$ cat src/rtl/hex_dump_pkg.sv
// Shared types and character constants for the hex dump line formatter.
// The state enum keeps ADDR/SEP even when address output is compiled out.
package hex_dump_pkg;

    localparam int NIBBLE_W = 4;

    localparam logic [7:0] CHAR_SPACE = 8'h20;
    localparam logic [7:0] CHAR_CR    = 8'h0D;
    localparam logic [7:0] CHAR_LF    = 8'h0A;
    localparam logic [7:0] CHAR_0     = 8'h30;
    localparam logic [7:0] CHAR_A     = 8'h41;

    typedef enum logic [2:0] {
        IDLE,
        ADDR,
        SEP,
        DATA,
        CR,
        LF
    } state_e;

endpackage

$ cat src/rtl/hex_digit_encoder.sv
// Maps one nibble to its uppercase ASCII hex digit.
// Shared by the address and data fields of the formatter.
module hex_digit_encoder
    import hex_dump_pkg::*;
(
    input  logic [NIBBLE_W-1:0] nibble_i,
    output logic [7:0]          char_o
);

    always_comb begin
        if (nibble_i < 4'd10) begin
            char_o = CHAR_0 + {4'h0, nibble_i};
        end else begin
            char_o = CHAR_A + {4'h0, nibble_i} - 8'd10;
        end
    end

endmodule

$ cat src/rtl/hex_dump_formatter.sv
// Turns one address/data word into an ASCII hex line for a UART stream.
// Define HEX_DUMP_ADDRESS_EN to prefix each line with the address and a space.
module hex_dump_formatter
    import hex_dump_pkg::*;
#(
    parameter int address_width = 32,
    parameter int data_width    = 32,
    parameter int char_width    = 8
) (
    input  logic                     clk,
    input  logic                     reset,
    input  logic                     in_valid,
    output logic                     in_ready,
    input  logic [address_width-1:0] in_address,
    input  logic [data_width-1:0]    in_data,
    output logic                     out_valid,
    input  logic                     out_ready,
    output logic [char_width-1:0]    out_char,
    output logic                     busy
);

    localparam int AD = address_width / NIBBLE_W;
    localparam int DD = data_width / NIBBLE_W;
    localparam int AC = (AD > 1) ? $clog2(AD) : 1;
    localparam int DC = (DD > 1) ? $clog2(DD) : 1;
    localparam int CW = (AC > DC) ? AC : DC;

    localparam logic [CW-1:0] D_LAST = CW'(DD - 1);

    state_e                state_q, state_d;
    logic [CW-1:0]         cnt_q, cnt_d;
    logic [data_width-1:0] data_q;
    logic                  capture;
    logic                  fire;
    logic [NIBBLE_W-1:0]   nib;
    logic [NIBBLE_W-1:0]   data_nib;
    logic [7:0]            digit_ch;
    logic [7:0]            out_c;

    assign fire      = out_valid & out_ready;
    assign in_ready  = (state_q == IDLE);
    assign busy      = (state_q != IDLE);
    assign out_valid = (state_q != IDLE);

    // MSB-first: the selected nibble is shifted down to bit 0
    assign data_nib = NIBBLE_W'(data_q >> {D_LAST - cnt_q, 2'b00});

`ifdef HEX_DUMP_ADDRESS_EN
    localparam logic [CW-1:0] A_LAST = CW'(AD - 1);

    logic [address_width-1:0] addr_q;
    logic [NIBBLE_W-1:0]      addr_nib;

    assign addr_nib = NIBBLE_W'(addr_q >> {A_LAST - cnt_q, 2'b00});
    assign nib      = (state_q == ADDR) ? addr_nib : data_nib;

    always_ff @(posedge clk) begin
        if (capture) begin
            addr_q <= in_address;
        end
    end
`else
    logic unused_addr;

    assign unused_addr = ^in_address;
    assign nib         = data_nib;
`endif

    always_ff @(posedge clk) begin
        if (capture) begin
            data_q <= in_data;
        end
    end

    hex_digit_encoder u_enc (
        .nibble_i (nib),
        .char_o   (digit_ch)
    );

    always_ff @(posedge clk or posedge reset) begin
        if (reset) begin
            state_q <= IDLE;
            cnt_q   <= '0;
        end else begin
            state_q <= state_d;
            cnt_q   <= cnt_d;
        end
    end

    always_comb begin
        state_d = state_q;
        cnt_d   = cnt_q;
        capture = 1'b0;
        unique case (state_q)
            IDLE: begin
                if (in_valid) begin
                    capture = 1'b1;
                    cnt_d   = '0;
`ifdef HEX_DUMP_ADDRESS_EN
                    state_d = ADDR;
`else
                    state_d = DATA;
`endif
                end
            end
`ifdef HEX_DUMP_ADDRESS_EN
            ADDR: begin
                if (fire) begin
                    if (cnt_q == A_LAST) begin
                        state_d = SEP;
                        cnt_d   = '0;
                    end else begin
                        cnt_d = cnt_q + 1'b1;
                    end
                end
            end
            SEP: begin
                if (fire) begin
                    state_d = DATA;
                    cnt_d   = '0;
                end
            end
`endif
            DATA: begin
                if (fire) begin
                    if (cnt_q == D_LAST) begin
                        state_d = CR;
                        cnt_d   = '0;
                    end else begin
                        cnt_d = cnt_q + 1'b1;
                    end
                end
            end
            CR: begin
                if (fire) begin
                    state_d = LF;
                end
            end
            LF: begin
                if (fire) begin
                    state_d = IDLE;
                end
            end
            default: begin
                state_d = IDLE;
                cnt_d   = '0;
            end
        endcase
    end

    // Character is purely a function of state and counter, so it holds on stall
    always_comb begin
        out_c = 8'h00;
        unique case (state_q)
            ADDR:    out_c = digit_ch;
            DATA:    out_c = digit_ch;
            SEP:     out_c = CHAR_SPACE;
            CR:      out_c = CHAR_CR;
            LF:      out_c = CHAR_LF;
            default: out_c = 8'h00;
        endcase
    end

    assign out_char = char_width'(out_c);

endmodule

$ cat config.mk
export PLATFORM = sky130hd
export DESIGN_NAME = hex_dump_formatter
export DESIGN_NICKNAME = d
export VERILOG_FILES = /design/src/rtl/hex_dump_pkg.sv /design/src/rtl/hex_digit_encoder.sv /design/src/rtl/hex_dump_formatter.sv
export SDC_FILE = /design/constraint.sdc
export NUM_CORES = 1
export LEC_CHECK = 0
export CELL_PAD_IN_SITES_DETAIL_PLACEMENT = 2
export CELL_PAD_IN_SITES_GLOBAL_PLACEMENT = 2
export CORE_ASPECT_RATIO = 0.6
export CORE_UTILIZATION = 24
export DETAILED_ROUTE_END_ITERATION = 12
export PLACE_DENSITY_LB_ADDON = 0.1
export SYNTH_ARGS = -nofsm -noshare
export SYNTH_HDL_FRONTEND = slang
export SYNTH_SLANG_ARGS = --single-unit
export TNS_END_PERCENT = 100
$ cat constraint.sdc
create_clock -name clk -period 2.6 [get_ports clk]
set_input_delay 0.78 -clock clk [delete_from_list [all_inputs] [get_ports clk]]
set_output_delay 0.78 -clock clk [all_outputs]
set_load 0.02 [all_outputs]
==> results.md <==
* Status: finished with violations
* Failing checks: DRC, setup timing
* Die height at 68.15 um
* Die ar. at 0.007650 mm^2
* Fin nets at 247
* Final setup margin at -0.4409 ns
* Hold Buf Count CTS at 0
* Skew final at 0.004566 ns
* Crit end category: primary output
* P&R area growth vs syn at 50.75%
* Boundary Pins at 79
* Fillcell total at 700
* Row count at 23
* RSZ-0062 raised after global routing: true
* Number of max-cap violations at 0
* DIE WIDTH at 112.3 um
* Synth top area cells: edfxtp_1, mux4_2, dfrtp_1, mux2i_4, ha_1
* Clock tree from TritonCTS: done
* Crit-path cells: buf_12 > mux4_2 > mux2_4 > inv_4 > ha_4 > a21oi_2 > a22o_1 > buf_6
* Detail Route Antenna Nets at 0
* Reg-to-reg slack, setup at 0.83 ns
* Switch Pwr at 0.0008873 W
* Clock latency on the worst-skew pair at 0.28 ns
* Pwr/cell area at 1001 mW/mm^2
* First-pass GRT wire length at 7120 um
* Seq/Total Area, Yosys at 63.47%
* Drt first-iter violations at 22
* Mapped cell area at 0.001750 mm^2
* Endpoint, Worst Hold: state_q[1]
* Critical Path AT at 2.26 ns
* Commonest non-fill, non-tap cells in the layout: clkdlybuf4s50_1, edfxtp_1, buf_4
* Avg WL per Cell at 17.27 um
* Largest net degree at the start of global routing at 33
* Root buffer cell: clkbuf_16
* Int Pwr at 0.001755 W
* First-pass iteration count of the detailed router at 8
* Global route overflow at 0
* Vias per cell at 4.583
* Final WL at 4560 um
* DRC errors left at 3
* Antenna diode count at 0
* FF+latch count, synth at 38
* CP peak stage delay at 0.50 ns
* Switching fraction of total power at 33.58%
* Core area at 0.006849 mm^2
* Hold-critical path depth at 2
* Mapped Cells at 112
* Worst Hold Class: reg2reg
* Setup TNS at -2.659 ns
* Yosys warns at 0
* Num Clock Sinks at 38
* Startpoint types: flip-flop
* CP required at 1.82 ns
* Htree depth at 2
* VDD IR max at 0.0002700 V
* Via count at 1210
* Achievable clock frequency at 328.8 MHz
* Hpwl dp at 3407 um
* Syn_nets at 183
* Top-area cell type share of the netlist area at 54.90%
* Port bufs at 45
* Setup WS pre-CTS at -0.6790 ns
* Clk slew on worst S/H paths at 0.06 ns
* Critical path class: reg2out
* CTS buffer count at 5
* Worst r2r dst: data_q[8]
* Synth unique cells at 38
* Endpoints failing hold at 0
* Max_slew headroom at 66.11%
* Most common cell after layout, fill and taps aside: clkdlybuf4s50_1
* Worst R2R Path Depth at 5
* Avg Inst Size Synth at 15.63 um^2
* Logic pwr share at 44.5%
* Number of global-route vias before repair at 1318
* Critical R2R Launch: state_q[0]
* Final Setup Violations at 7
* Slew Viols, Final at 0
* Initial antenna violation count at 0
* Worst-Margin Slew at 0.5083 ns
* Hold Path Origin: state_q[2]
* Crit share post-route at 117.0%
* Leakage at 0.9753 nW
* CTS max path bufs at 2
* Fin crit period at 3.041 ns
* Synth area leader: edfxtp_1
* Initial core utilization at 25.56%
* Critical path's slowest cell: mux4_2
* Share of cells above drive strength 1 at 33.33%
* GP Congestion at 0.6761
* Max FO, Critical Path at 4
* Total GRT Usage at 13.02%
* Seq pwr share at 33.3%
* Clock share of power at 22.2%
==> worst max path at each step <==
stage / from / to / slack, ns / cells after the start
2_1_floorplan: cnt_q[0] / out_char[1] / -0.06 / 7
3_3_place_gp: cnt_q[0] / out_char[1] / -0.68 / 8
3_5_place_dp: cnt_q[0] / out_char[1] / -0.68 / 8
4_1_cts: cnt_q[0] / out_char[1] / -0.52 / 8
5_1_grt: cnt_q[0] / out_char[1] / -0.54 / 8
6_report: cnt_q[0] / out_char[1] / -0.44 / 8
==> final cells by class <==
| type | count | area, um^2 | area share (%) |
|---|---|---|---|
| multi-input combinational | 63 | 639.4 | 24.23 |
| sequential | 38 | 1112 | 42.15 |
| inverter | 4 | 17.52 | 0.6638 |
| clock buffer | 5 | 125.1 | 4.742 |
| tap | 87 | 108.9 | 4.125 |
| timing repair buffer | 64 | 619.3 | 23.47 |
| clock inverter | 3 | 16.27 | 0.6164 |
==> synthesized netlist by cell type <==
library cell,number
inv_1,2
a21oi_1,4
buf_4,2
conb_1,1
mux2i_4,2
a41o_1,1
a211o_2,1
nor2_1,1
o22ai_1,1
nor2b_1,2
a22o_1,1
nor4_1,1
clkbuf_1,4
o211ai_1,1
a21o_1,1
or3_1,1
or3b_1,1
buf_6,1
and2_1,1
a2111o_1,1
inv_2,2
mux2_2,2
mux2i_1,2
nand2_1,10
o21ai_1,5
o21ba_1,1
ha_1,3
o21ai_0,1
mux4_2,8
nand3_1,4
or2b_2,1
edfxtp_1,32
and3_1,1
a211oi_1,1
dfrtp_1,6
o211ai_2,1
nand3b_1,1
o22a_1,1
==> state kept, by name (all words and copies together), names as in the netlist <==
register,count
cnt_q,3
data_q,32
state_q,3
==> metrics by stage <==
step                area, um^2  utilization (%)  hold slack [ns]  total power [W]  cells
global placement          2442            35.66           0.5958         0.001988    253
floorplan                 1779                -           0.5039         0.001519    112
global route              2639            38.53           0.6379         0.002795    264
CTS                       2615            38.18           0.6167         0.002652    262
detailed placement        2442            35.66           0.6061         0.002021    253
finish                    2639            38.53           0.6123         0.002643    264
==> metal layers <==
layer  up-vias  global-route usage, %  share of wire [%]
li1        564                      -                  -
met1       606                  15.87                 44
met2        34                  21.82                 49
met3         6                  4.429                5.9
met4         0                  5.000                1.1
met5         -                      0                  0
==> power by group through the flow <==
stage | combinational (W) | sequential, W | clock (W)
4_1_cts | 0.00116 | 0.000884 | 0.000603
5_1_grt | 0.00127 | 0.000898 | 0.000632
6_report | 0.00117 | 0.000880 | 0.000588
2_1_floorplan | 0.000660 | 0.000859 | 0
3_3_place_gp | 0.00110 | 0.000886 | 0
3_5_place_dp | 0.00113 | 0.000893 | 0
==> cells by family after synthesis <==
family	after synthesis	synth area share (%)
other cells	1	0.2142
buf+inv	11	3.216
simple gates	24	7.078
flops	38	63.47
mux	14	15.30
compound gates	21	8.578
fa+ha+maj	3	2.145
==> critical path, delay by kind of cell, from the launching register on <==
family | cells | cell delay [ns]
DFF | 1 | 0.40
AOI/OAI and AO/OA | 2 | 0.26
muxes | 2 | 0.82
adders and majority gates | 1 | 0.19
buffers and inverters | 3 | 0.32
==> repair_timing <==
| action | CTS | global route |
|---|---|---|
| pin swaps | 5 | 2 |
| gates resized for setup | 49 | 2 |
| setup endpoints to repair | 10 | 7 |
| setup buffers | 1 | 2 |
(Power assumes the default switching activity.)
==> patch: new RTL, same flow settings <==
The package constant `NIBBLE_W` goes from 4 to 2.
--- a/src/rtl/hex_dump_pkg.sv
+++ b/src/rtl/hex_dump_pkg.sv
@@ -2,7 +2,7 @@
 // The state enum keeps ADDR/SEP even when address output is compiled out.
 package hex_dump_pkg;
 
-    localparam int NIBBLE_W = 4;
+    localparam int NIBBLE_W = 2;
 
     localparam logic [7:0] CHAR_SPACE = 8'h20;
     localparam logic [7:0] CHAR_CR    = 8'h0D;
Formal check against the unedited RTL: not equivalent (a bounded check fails within 4 cycles, from zero or initial values and one cycle with reset high).
==> patch against the original RTL <==
  * Synthesized area down 34%
  * Clock power down 63%
  * Cell count down 29%
  * Sequential power down 38%
  * Setup slack better by 0.56 ns
  * Sequential cell count down 15
  * Power down 45%
  * Cell area down 41%
  * Wire length down 37%
  * Critical endpoint is now out_char[0]
  * Largest cell class unchanged
==> patch: results (changes against the original RTL) <==
| Metric | Value |
|---|---|
| R2R Setup Slk | `0.94 ns (was 0.83 ns)` |
| Filler instances | `504 (was 700)` |
| P_leak | `0.6349 nW (was 0.9753 nW)` |
| Synth async-reset ratio | `0.3043 (was 0.1579)` |
| Flop pwr share | `0.374 (was 0.333)` |
| Vias/cell | `4.385 (was 4.583)` |
| Share of cells above drive strength 1 | `0.1774 (was 0.3333)` |
| Clock skew | `0.003414 ns (was 0.004566 ns)` |
| Reg2reg path depth | `6 (was 5)` |
| Vias in the first global route | `882 (was 1318)` |
| Placed cell count | `183 (was 253)` |
| Reg-to-reg critical path startpoint | `cnt_q[0] (was state_q[0])` |
| Pin count of the biggest net entering global routing | `18 (was 33)` |
| Synthesized instance count | `92 (was 112)` |
| Metal3 WL | `114 um (was 271 um)` |
| Peak supply drop | `219.8 uV (was 270.0 uV)` |
| EDFF count, synth | `16 (was 32)` |
| Metal2 WL | `1193 um (was 2226 um)` |
| Area after DPL | `0.001515 sq mm (was 0.002442 sq mm)` |
| TritonCTS buffer count | `3 (was 5)` |
| CP Max Fanout | `3 (was 4)` |
| GR Util All Layers | `0.1266 (was 0.1302)` |
| H-tree Lvls | `1 (was 2)` |
| Status | `finished clean (was complete, but fails checks)` |
| GPL Wtd Cong | `0.6771 (was 0.6761)` |
| PortBufs | `28 (was 45)` |
| Clock Pin Slew Worst Setup and Hold Paths | `0.08 ns (was 0.06 ns)` |
| Starting DRT DRC Count | `14 (was 22)` |
| Hold_sp | `cnt_q[1] (was state_q[2])` |
| First-pass GRT wire length | `4733 um (was 7120 um)` |
| Largest registers | `data_q (16), cnt_q (4), state_q (3) (was data_q (32), cnt_q (3), state_q (3))` |
| Tot Pwr | `1.461 mW (was 2.643 mW)` |
| Psw | `0.5311 mW (was 0.8873 mW)` |
| Final non-filler cell total | `187 (was 264)` |
| Hold Crit Endpoint | `cnt_q[1] (was state_q[1])` |
[patch: changes by cell type after synthesis, moves of 3 or more]
cell,unedited run,this run
nand2_1,10,6
a21oi_1,4,0
edfxtp_1,32,16
nor2_1,1,9
buf_2,0,3
o21ai_1,5,0
clkbuf_1,4,0
o21ai_0,1,7
mux4_2,8,2
[patch: final cells by class]
class | instances | area, sq um | area share
well taps | 63 | 78.83 | 0.05040
flip-flops and latches | 23 | 658.1 | 0.4208
inverters | 3 | 11.26 | 0.007200
multi-input cells | 58 | 429.2 | 0.2744
clock buffers | 4 | 45.04 | 0.02880
repair buffers | 36 | 341.6 | 0.2184
[patch: what timing repair did]
action	in CTS	in global routing
buffers inserted	0	0
endpoints found under the setup margin	2	4
resized for setup	4	6
[patch: worst max-delay path, delay by kind of cell (launching register included)]
kind,cells,cell delay [ns]
buf+inv,1,0.32
flops,1,0.43
simple gates,1,0.10
compound gates,1,0.08
mux,1,0.51
[patch: cell families (layout without fill, tap and decap cells)]
kind of cell | Yosys count | count (layout) | synth area share
adders and majority gates | 1 | 1 | 0.01079
muxes | 6 | 6 | 0.07335
AOI/OAI and AO/OA | 15 | 15 | 0.09709
xor gates and xnor gates | 1 | 1 | 0.007553
other | 1 | 2 | 0.003233
and+or+nand+nor | 33 | 33 | 0.1748
buffers and inverters | 12 | 43 | 0.06796
DFF | 23 | 23 | 0.5653
[patch: worst max path at each step]
stage | slack, ns | depth (start not counted) | from | end
floorplan | 0.46 | 4 | state_q[0] | out_valid
finish | 0.12 | 4 | cnt_q[0] | out_char[0]
global route | 0.01 | 4 | cnt_q[0] | out_char[0]
CTS | 0.03 | 3 | state_q[2] | in_ready
global placement | 0.06 | 6 | cnt_q[0] | out_char[1]
detailed placement | 0.04 | 6 | cnt_q[0] | out_char[1]
